## src/rtl/debounce_pkg.sv

```systemverilog
// debounce_pkg: shared defaults and counter sizing helper for the multi-channel debouncer.
package debounce_pkg;
   localparam int DEF_STABLE_CYCLES = 1000000;
   localparam int DEF_SYNC_STAGES   = 2;
   function automatic int min_cnt_w(input int stable);
      int w = 1;
      while ((longint'(1) << w) <= longint'(stable)) w++;
      return w;
   endfunction
endpackage

```

## src/rtl/debounce_channel.sv

```systemverilog
// debounce_channel: one input bit through a sync chain and a stability filter,
// with registered one-cycle rise/fall pulses on acceptance.
module debounce_channel
   import debounce_pkg::*;
#(
   parameter int   SYNC_STAGES   = DEF_SYNC_STAGES,
   parameter int   STABLE_CYCLES = DEF_STABLE_CYCLES,
   parameter int   CNT_W         = 20,
   parameter logic RESET_BIT     = 1'b0
) (
   input  logic clk,
   input  logic reset,
   input  logic din,
   input  logic hold,
   output logic result,
   output logic rise,
   output logic fall,
   output logic accept
);
   localparam logic [CNT_W-1:0] LAST = CNT_W'(STABLE_CYCLES - 1);
   logic [SYNC_STAGES-1:0] sync_q, sync_d;
   logic [CNT_W-1:0] cnt_q, cnt_d;
   logic result_q, result_d, rise_q, rise_d, fall_q, fall_d;
   logic s, match, done;
   always_comb begin
      sync_d   = {sync_q[SYNC_STAGES-2:0], din};
      s        = sync_q[SYNC_STAGES-1];
      match    = !hold && (s != result_q);
      done     = match && (cnt_q == LAST);
      // hold freezes the count; any agreement with the output restarts it
      cnt_d    = hold ? cnt_q : (match && !done) ? cnt_q + CNT_W'(1) : '0;
      result_d = done ? s : result_q;
      rise_d   = done && s;
      fall_d   = done && !s;
   end
   always_ff @(posedge clk) begin
      if (reset) begin
         sync_q   <= {SYNC_STAGES{RESET_BIT}};
         cnt_q    <= '0;
         result_q <= RESET_BIT;
         rise_q   <= 1'b0;
         fall_q   <= 1'b0;
      end else begin
         sync_q   <= sync_d;
         cnt_q    <= cnt_d;
         result_q <= result_d;
         rise_q   <= rise_d;
         fall_q   <= fall_d;
      end
   end
   assign result = result_q;
   assign rise   = rise_q;
   assign fall   = fall_q;
   assign accept = done;
endmodule

```

## src/rtl/debounce_multi.sv

```systemverilog
// debounce_multi: N independent debounced channels plus an aggregate change
// pulse and a wrapping count of change events.
module debounce_multi
   import debounce_pkg::*;
#(
   parameter int              N_CH          = 4,
   parameter int              SYNC_STAGES   = DEF_SYNC_STAGES,
   parameter int              STABLE_CYCLES = DEF_STABLE_CYCLES,
   parameter int              CNT_W         = 20,
   parameter logic [N_CH-1:0] RESET_VAL     = '0,
   parameter int              EVT_W         = 8
) (
   input  logic             clk,
   input  logic             reset,
   input  logic [N_CH-1:0]  din,
   input  logic             hold,
   output logic [N_CH-1:0]  result,
   output logic [N_CH-1:0]  rise,
   output logic [N_CH-1:0]  fall,
   output logic             changed,
   output logic [EVT_W-1:0] evt_count
);
   if (CNT_W < min_cnt_w(STABLE_CYCLES)) begin : g_bad_cnt_w
      $error("CNT_W too small for STABLE_CYCLES");
   end
   if (SYNC_STAGES < 2 || SYNC_STAGES > 4) begin : g_bad_sync
      $error("SYNC_STAGES must be 2..4");
   end
   if (STABLE_CYCLES < 2) begin : g_bad_stable
      $error("STABLE_CYCLES must be >= 2");
   end
   logic [N_CH-1:0] accept;
   logic changed_q, changed_d;
   logic [EVT_W-1:0] evt_q, evt_d;
   for (genvar i = 0; i < N_CH; i++) begin : g_ch
      debounce_channel #(
         .SYNC_STAGES  (SYNC_STAGES),
         .STABLE_CYCLES(STABLE_CYCLES),
         .CNT_W        (CNT_W),
         .RESET_BIT    (RESET_VAL[i])
      ) u_ch (
         .clk   (clk),
         .reset (reset),
         .din   (din[i]),
         .hold  (hold),
         .result(result[i]),
         .rise  (rise[i]),
         .fall  (fall[i]),
         .accept(accept[i])
      );
   end
   // several channels accepting together still count as one event
   always_comb begin
      changed_d = |accept;
      evt_d     = evt_q + EVT_W'(changed_d);
   end
   always_ff @(posedge clk) begin
      if (reset) begin
         changed_q <= 1'b0;
         evt_q     <= '0;
      end else begin
         changed_q <= changed_d;
         evt_q     <= evt_d;
      end
   end
   assign changed   = changed_q;
   assign evt_count = evt_q;
endmodule
```

## config.mk

```make
export PLATFORM = sky130hd
export DESIGN_NAME = debounce_multi
export DESIGN_NICKNAME = d
export VERILOG_FILES = /design/src/rtl/debounce_pkg.sv /design/src/rtl/debounce_channel.sv /design/src/rtl/debounce_multi.sv
export SDC_FILE = /design/constraint.sdc
export NUM_CORES = 1
export LEC_CHECK = 0
export ABC_AREA = 1
export CAP_MARGIN = 20
export CORE_MARGIN = 4
export CORE_UTILIZATION = 40
export DETAILED_ROUTE_END_ITERATION = 10
export PLACE_DENSITY_LB_ADDON = 0.25
export RECOVER_POWER = 100
export SYNTH_ARGS = -nofsm -noshare
export SYNTH_HDL_FRONTEND = slang
export SYNTH_SLANG_ARGS = --single-unit
```

## constraint.sdc

```tcl
create_clock -name clk -period 2.4 [get_ports clk]
set_input_delay 0.36 -clock clk [delete_from_list [all_inputs] [get_ports clk]]
set_output_delay 0.36 -clock clk [all_outputs]
set_load 0.1 [all_outputs]
```

### Word level (Yosys, flattened, before mapping)

Index checks and enable logic that the tools add are counted.

| storage, ports and cells | value |
|---|---|
| input port bits | 7 |
| register bits | 109 |
| word-level logic and storage cells | 69 |

| cells by class | value |
|---|---|
| eq/ne operators | 8 |
| multiplexer cells | 4 |
| add/subtract/negate cells | 5 |
| reduce and logical (&&, ||, !) cells | 30 |

Operator list:

| operator | count |
|---|---|
| adder 20 x 1 -> 20 bit (second input constant) | 4 |
| equality test 20 bit (second input constant) | 4 |
| 2-to-1 mux 20 bit | 4 |
| logical AND 1 bit | 20 |
| logical NOT 1 bit | 9 |
| adder 8 x 1 -> 8 bit | 1 |
| inequality test 1 bit | 4 |
| OR reduction 4 bit | 1 |

### Depth between registers and ports, before layout

| logic depth | value |
|---|---|
| word-level depth | 6 |
| depth in mapped cells | 18 |
| depth with buffers taken out | 18 |

### Modules after synthesis

A second synthesis with hierarchy kept.

| unflattened totals | value |
|---|---|
| cell total of the unflattened synthesis | 894 |
| area total of the unflattened synthesis | 6,153.4 µm² |

Modules (own cells, without submodules):

| module | cells each | area each (µm²) | instances | seq. area each (µm²) |
|---|---|---|---|---|
| debounce_channel | 210 | 1,438.9 | 4 | 500.5 |
| debounce_multi | 54 | 397.9 | 1 | 180.2 |

### Worst setup path before layout

No wires, ideal clock.

| timing | value |
|---|---|
| kind | register to register |
| start | register g_ch[3].u_ch.cnt_q[0] |
| end | register evt_q[6] (netlist: evt_count[6]) |
| setup slack | 0.222 ns |
| setup time | 0.117 ns |
| period minus slack after synthesis | 2.178 ns |
| data arrival time | 2.061 ns |
| stages on the path, launching flop included | 19 |
| cell sequence | dfxtp_1 > ha_1 > nand2_2 > nor2_4 > nand2_1 > inv_1 > nand3_1 > nand2_1 > nor2_1 > inv_1 > ha_1 > ha_1 > nand2_1 > nor2_1 > nand2_1 > nor2_1 > nand2_1 > nand2_1 > nor2_1 |

| on the way | value |
|---|---|
| cells in the longest elaborated chain, start to end | 4 |

Ends and longest elaborated chain:

| item | RTL line | RTL |
|---|---|---|
| start: declaration | debounce_channel.sv:22 | `logic [CNT_W-1:0] cnt_q, cnt_d;` |
| start signal: assignment | debounce_channel.sv:45 | `cnt_q <= cnt_d;` |
| equality test 20 bit | debounce_channel.sv:29 | `done = match && (cnt_q == LAST);` |
| logical AND 1 bit | debounce_channel.sv:29 |  |
| OR reduction 4 bit | debounce_multi.sv:54 | `changed_d = \|accept;` |
| via changed_d | debounce_multi.sv:33 | `logic changed_q, changed_d;` |
| adder 8 x 1 -> 8 bit | debounce_multi.sv:55 | `evt_d = evt_q + EVT_W'(changed_d);` |
| end signal: assignment | debounce_multi.sv:63 | `evt_q <= evt_d;` |
| end: declaration | debounce_multi.sv:34 | `logic [EVT_W-1:0] evt_q, evt_d;` |

The timed path passes the listed nets, and every way through them passes these cells.
A chain may end at the register's enable or synchronous reset.

### Final worst setup path

| timing | value |
|---|---|
| start | register g_ch[2].u_ch.cnt_q[0] |
| end | register evt_q[6] (netlist: evt_count[6]) |

| on the way | value |
|---|---|
| cells in the longest elaborated chain, start to end | 4 |

Ends and longest elaborated chain:

| item | RTL line |
|---|---|
| start: declaration | debounce_channel.sv:22 |
| start signal: assignment | debounce_channel.sv:45 |
| equality test 20 bit | debounce_channel.sv:29 |
| logical AND 1 bit | debounce_channel.sv:29 |
| OR reduction 4 bit | debounce_multi.sv:54 |
| via changed_d | debounce_multi.sv:33 |
| adder 8 x 1 -> 8 bit | debounce_multi.sv:55 |

The timed path passes the listed nets, and every way through them passes these cells.

==> flow_metrics.py <==
metrics = {
    "cells_and_area": {
        "fin_nets": 957,
        "areaGrowthSynthToFinish_pct": 11.2,
        "drive_above_1_share_pct": 9.28,
        "antenna_cells": 0,
        "nFillCells": 1505,
    },
    "min_path": {
        "hold_class": "in -> reg",
    },
    "clock_network": {
        "cts-htree-levels": 3,
        "clkTransAtPathRegs_ps": 70,
        "cts.sinks": 109,
        "cts_buffer_depth": 2,
        "cts_root_buf": "clkbuf_16",
        "clock_latency_ps": 350,
        "numCtsBuffers": 9,
        "ctsHoldBuffers": 0,
        "cts_tree": "yes",
    },
    "yosys": {
        "ys_warn_count": 0,
        "synth_edf_count": 0,
        "ys_async_sr_fraction_pct": 0,
        "synth_commonest_cells": "284 x nand2_1, 117 x nor2_1, 109 x dfxtp_1, 83 x inv_1, 82 x a21oi_1",
        "synth_ff_type": "dfxtp_1",
        "yosysTopAreaCellShare_pct": 36.5,
        "yosys_register_bits": 109,
        "synth.largest_area_cell": "dfxtp_1",
        "ys_seq_area_share_pct": 36.5,
        "synth_cell_type_count": 34,
        "synth_most_common_cell": "nand2_1",
        "postSynthAreaPerCell_sq_um": 6.51,
        "synthesis.area_sq_um": 5970,
        "syn_inst": 918,
        "synthTopCellsByArea": "dfxtp_1 37%, nand2_1 18%, nor2_1 7.4%",
        "synth_nets": 931,
    },
    "die": {
        "start_util_pct": 40.9,
        "placementRows": 44,
        "die_y_microns": 130,
        "pin_count": 28,
        "fp.dieW_microns": 130,
        "core_area_sq_um": 14600,
        "dieArea_sq_um": 16900,
    },
    "sta": {
        "finalSetupTns_ps": 0,
        "setup_viol": 0,
        "hold_viol": 0,
        "max_freq_ghz": 0.449,
        "fin_crit_ps": 2220,
        "fin_ws_ps": 175,
        "slew_viol_final": 0,
        "relSlewSlack_pct": 21.6,
        "period_share_pct": 92.7,
        "grt_setup_unrepaired": "false",
        "worst_pin_slew_ps": 1180,
        "skew_ps": 4.48,
    },
    "drt": {
        "drt_first_pass_iters": 5,
        "ant_nets": 0,
        "drcViolationCount": 0,
        "vias_per_cell": 4.81,
        "first_iter_violations": 382,
        "post_drt_wl_per_cell_microns": 11.7,
        "drt_wl_total_mm": 13.3,
        "vias": 5443,
    },
    "setup_path": {
        "cpMostUsedCell": "nand2_1",
        "crit_path_end": "evt_count[6]$_SDFF_PP0_",
        "crit_fanout": 4,
        "r2r-start": "g_ch[2].u_ch.cnt_q[0]$_SDFFE_PP0N_",
        "rr_endpoint": "evt_count[6]$_SDFF_PP0_",
        "cp_cell_sequence": "ha_1 > nand3_2 > nor2_4 > nand4_1 > nand2_1 > nor2_1 > inv_1 > ha_2 > ha_1 > nand2_1 > nor2_2 > nand2_1 > nor2_1 > nand2_1 > nand2_1 > nor2_1",
        "cp.required_ps": 2650,
        "path_depth": 16,
        "path_class": "reg -> reg",
        "crit_buf_inv": 1,
        "worstRegToRegCells": 16,
        "startpoint": "g_ch[2].u_ch.cnt_q[0]$_SDFFE_PP0N_",
        "crit_path_top_delay_cell": "dfxtp_1",
        "path_delay_family": "simple AND/OR/NAND/NOR gates",
        "cp_data_arrival_time_ps": 2480,
        "worst_setup_path_start_kind": "flop",
        "worst-r2r-setup-slack_ps": 180,
        "max_stage_delay_ps": 370,
        "critPathCaptureType": "flop",
    },
    "place": {
        "io_buffers": 27,
        "gp_congestion": 0.844,
        "place.detailed.hpwl_mm": 9.05,
        "dp_worst_setup_slack_ps": 134,
    },
    "global_route": {
        "grt_pass1_vias": 4828,
        "antenna_found_initial": 0,
        "grt-ovfl-total": 0,
        "track_usage_pct": 16.3,
        "grt_max_degree": 77,
        "grt_pass1_wl_mm": 22.7,
    },
    "outcome": {
        "outcome": "completed",
    },
    "power_and_ir_drop": {
        "cellLeakagePower_nw": 2.39,
        "pwr_density_cell_nw_per_um2": 564,
        "ir_drop_mv": 0.341,
    },
    "flow_run": {
        "drv_cap": 0,
    },
}
==> state kept, by name, summed over array words and instances, names as in the netlist <==
signal,flops
g_ch.u_ch.cnt_q,80
g_ch.u_ch.rise,4
g_ch.u_ch.fall,4
changed,1
g_ch.u_ch.sync_q,8
g_ch.u_ch.result,4
evt_count,8
==> placed cells by master (no fill, tap or decap), types with 18 or more instances in the layout <==
| master | synthesis | final |
|---|---|---|
| a21oi_1 | 82 | 82 |
| buf_4 | 12 | 27 |
| clkbuf_1 | 14 | 26 |
| dfxtp_1 | 109 | 105 |
| inv_1 | 83 | 83 |
| nand2_1 | 284 | 284 |
| nand3_1 | 67 | 66 |
| nand4_1 | 18 | 18 |
| nor2_1 | 117 | 110 |
| o21ai_0 | 31 | 38 |
==> kinds of logic after synthesis <==
logic type | after synthesis | synth area share [%]
simple gates | 527 | 37.8
xor+xnor | 20 | 2.93
flops | 109 | 36.5
fa+ha+maj | 6 | 1.26
buf+inv | 129 | 10.1
compound gates | 127 | 11.3
==> metal layers <==
layer	up-vias	share of wire, %	GRT usage [%]
met5	-	0	0
met4	0	1.2	4.46
met3	11	3.0	3.27
met2	53	44	26.1
met1	2420	51	22.5
li1	2959	-	-
==> area by class of cell <==
class                      count  area, sq um  share of cell area, %
clock inverter                 4          120                   1.81
inverter                      86          328                   4.94
timing repair buffer          58          347                   5.22
tap                          184          230                   3.47
sequential                   109         2190                   32.9
multi-input combinational    680         3190                   48.0
clock buffer                  11          243                   3.66
==> worst register-to-register path, delay by kind of cell (launching register included) <==
family / cells / cell delay, ps
and+or+nand+nor: 12 / 1130
DFF: 1 / 370
buffers and inverters: 1 / 70
adders and majority gates: 3 / 550
==> worst min path at each step <==
stage / depth (start not counted) / endpoint / startpoint / slack [ps]
floorplan: 2 / g_ch[0].u_ch.sync_q[1]$_SDFF_PP0_ / g_ch[0].u_ch.sync_q[0]$_SDFF_PP0_ / 390
global placement: 2 / g_ch[0].u_ch.sync_q[1]$_SDFF_PP0_ / g_ch[0].u_ch.sync_q[0]$_SDFF_PP0_ / 420
detailed placement: 2 / g_ch[0].u_ch.sync_q[1]$_SDFF_PP0_ / g_ch[0].u_ch.sync_q[0]$_SDFF_PP0_ / 410
CTS: 2 / g_ch[0].u_ch.sync_q[1]$_SDFF_PP0_ / g_ch[0].u_ch.sync_q[0]$_SDFF_PP0_ / 420
global route: 4 / g_ch[3].u_ch.cnt_q[0]$_SDFFE_PP0N_ / hold / 440
finish: 4 / g_ch[1].u_ch.cnt_q[0]$_SDFFE_PP0N_ / hold / 420
==> where the power goes <==
part	switching, mW	internal, mW
registers	0.00665	1.82
clock network	0.663	1.15
logic	0.0821	0.0268
==> metrics by stage <==
step | instances | hold slack (ps) | instance area (sq um) | total power, mW | util [%]
2_1_floorplan | 918 | 388 | 5970 | 1.95 | -
6_report | 1132 | 420 | 6640 | 3.74 | 45.5
3_3_place_gp | 1113 | 416 | 6340 | 1.98 | 43.4
3_5_place_dp | 1113 | 411 | 6340 | 1.98 | 43.4
5_1_grt | 1132 | 437 | 6640 | 3.88 | 45.5
4_1_cts | 1128 | 422 | 6700 | 3.80 | 45.9
==> timing repair <==
| action | 4_1_cts | 5_1_grt |
|---|---|---|
| endpoints found under the setup margin | 0 | 2 |
| resized for setup | 0 | 18 |
| setup buffers | 0 | 4 |
Note: power is estimated with default switching activity, not from simulation.
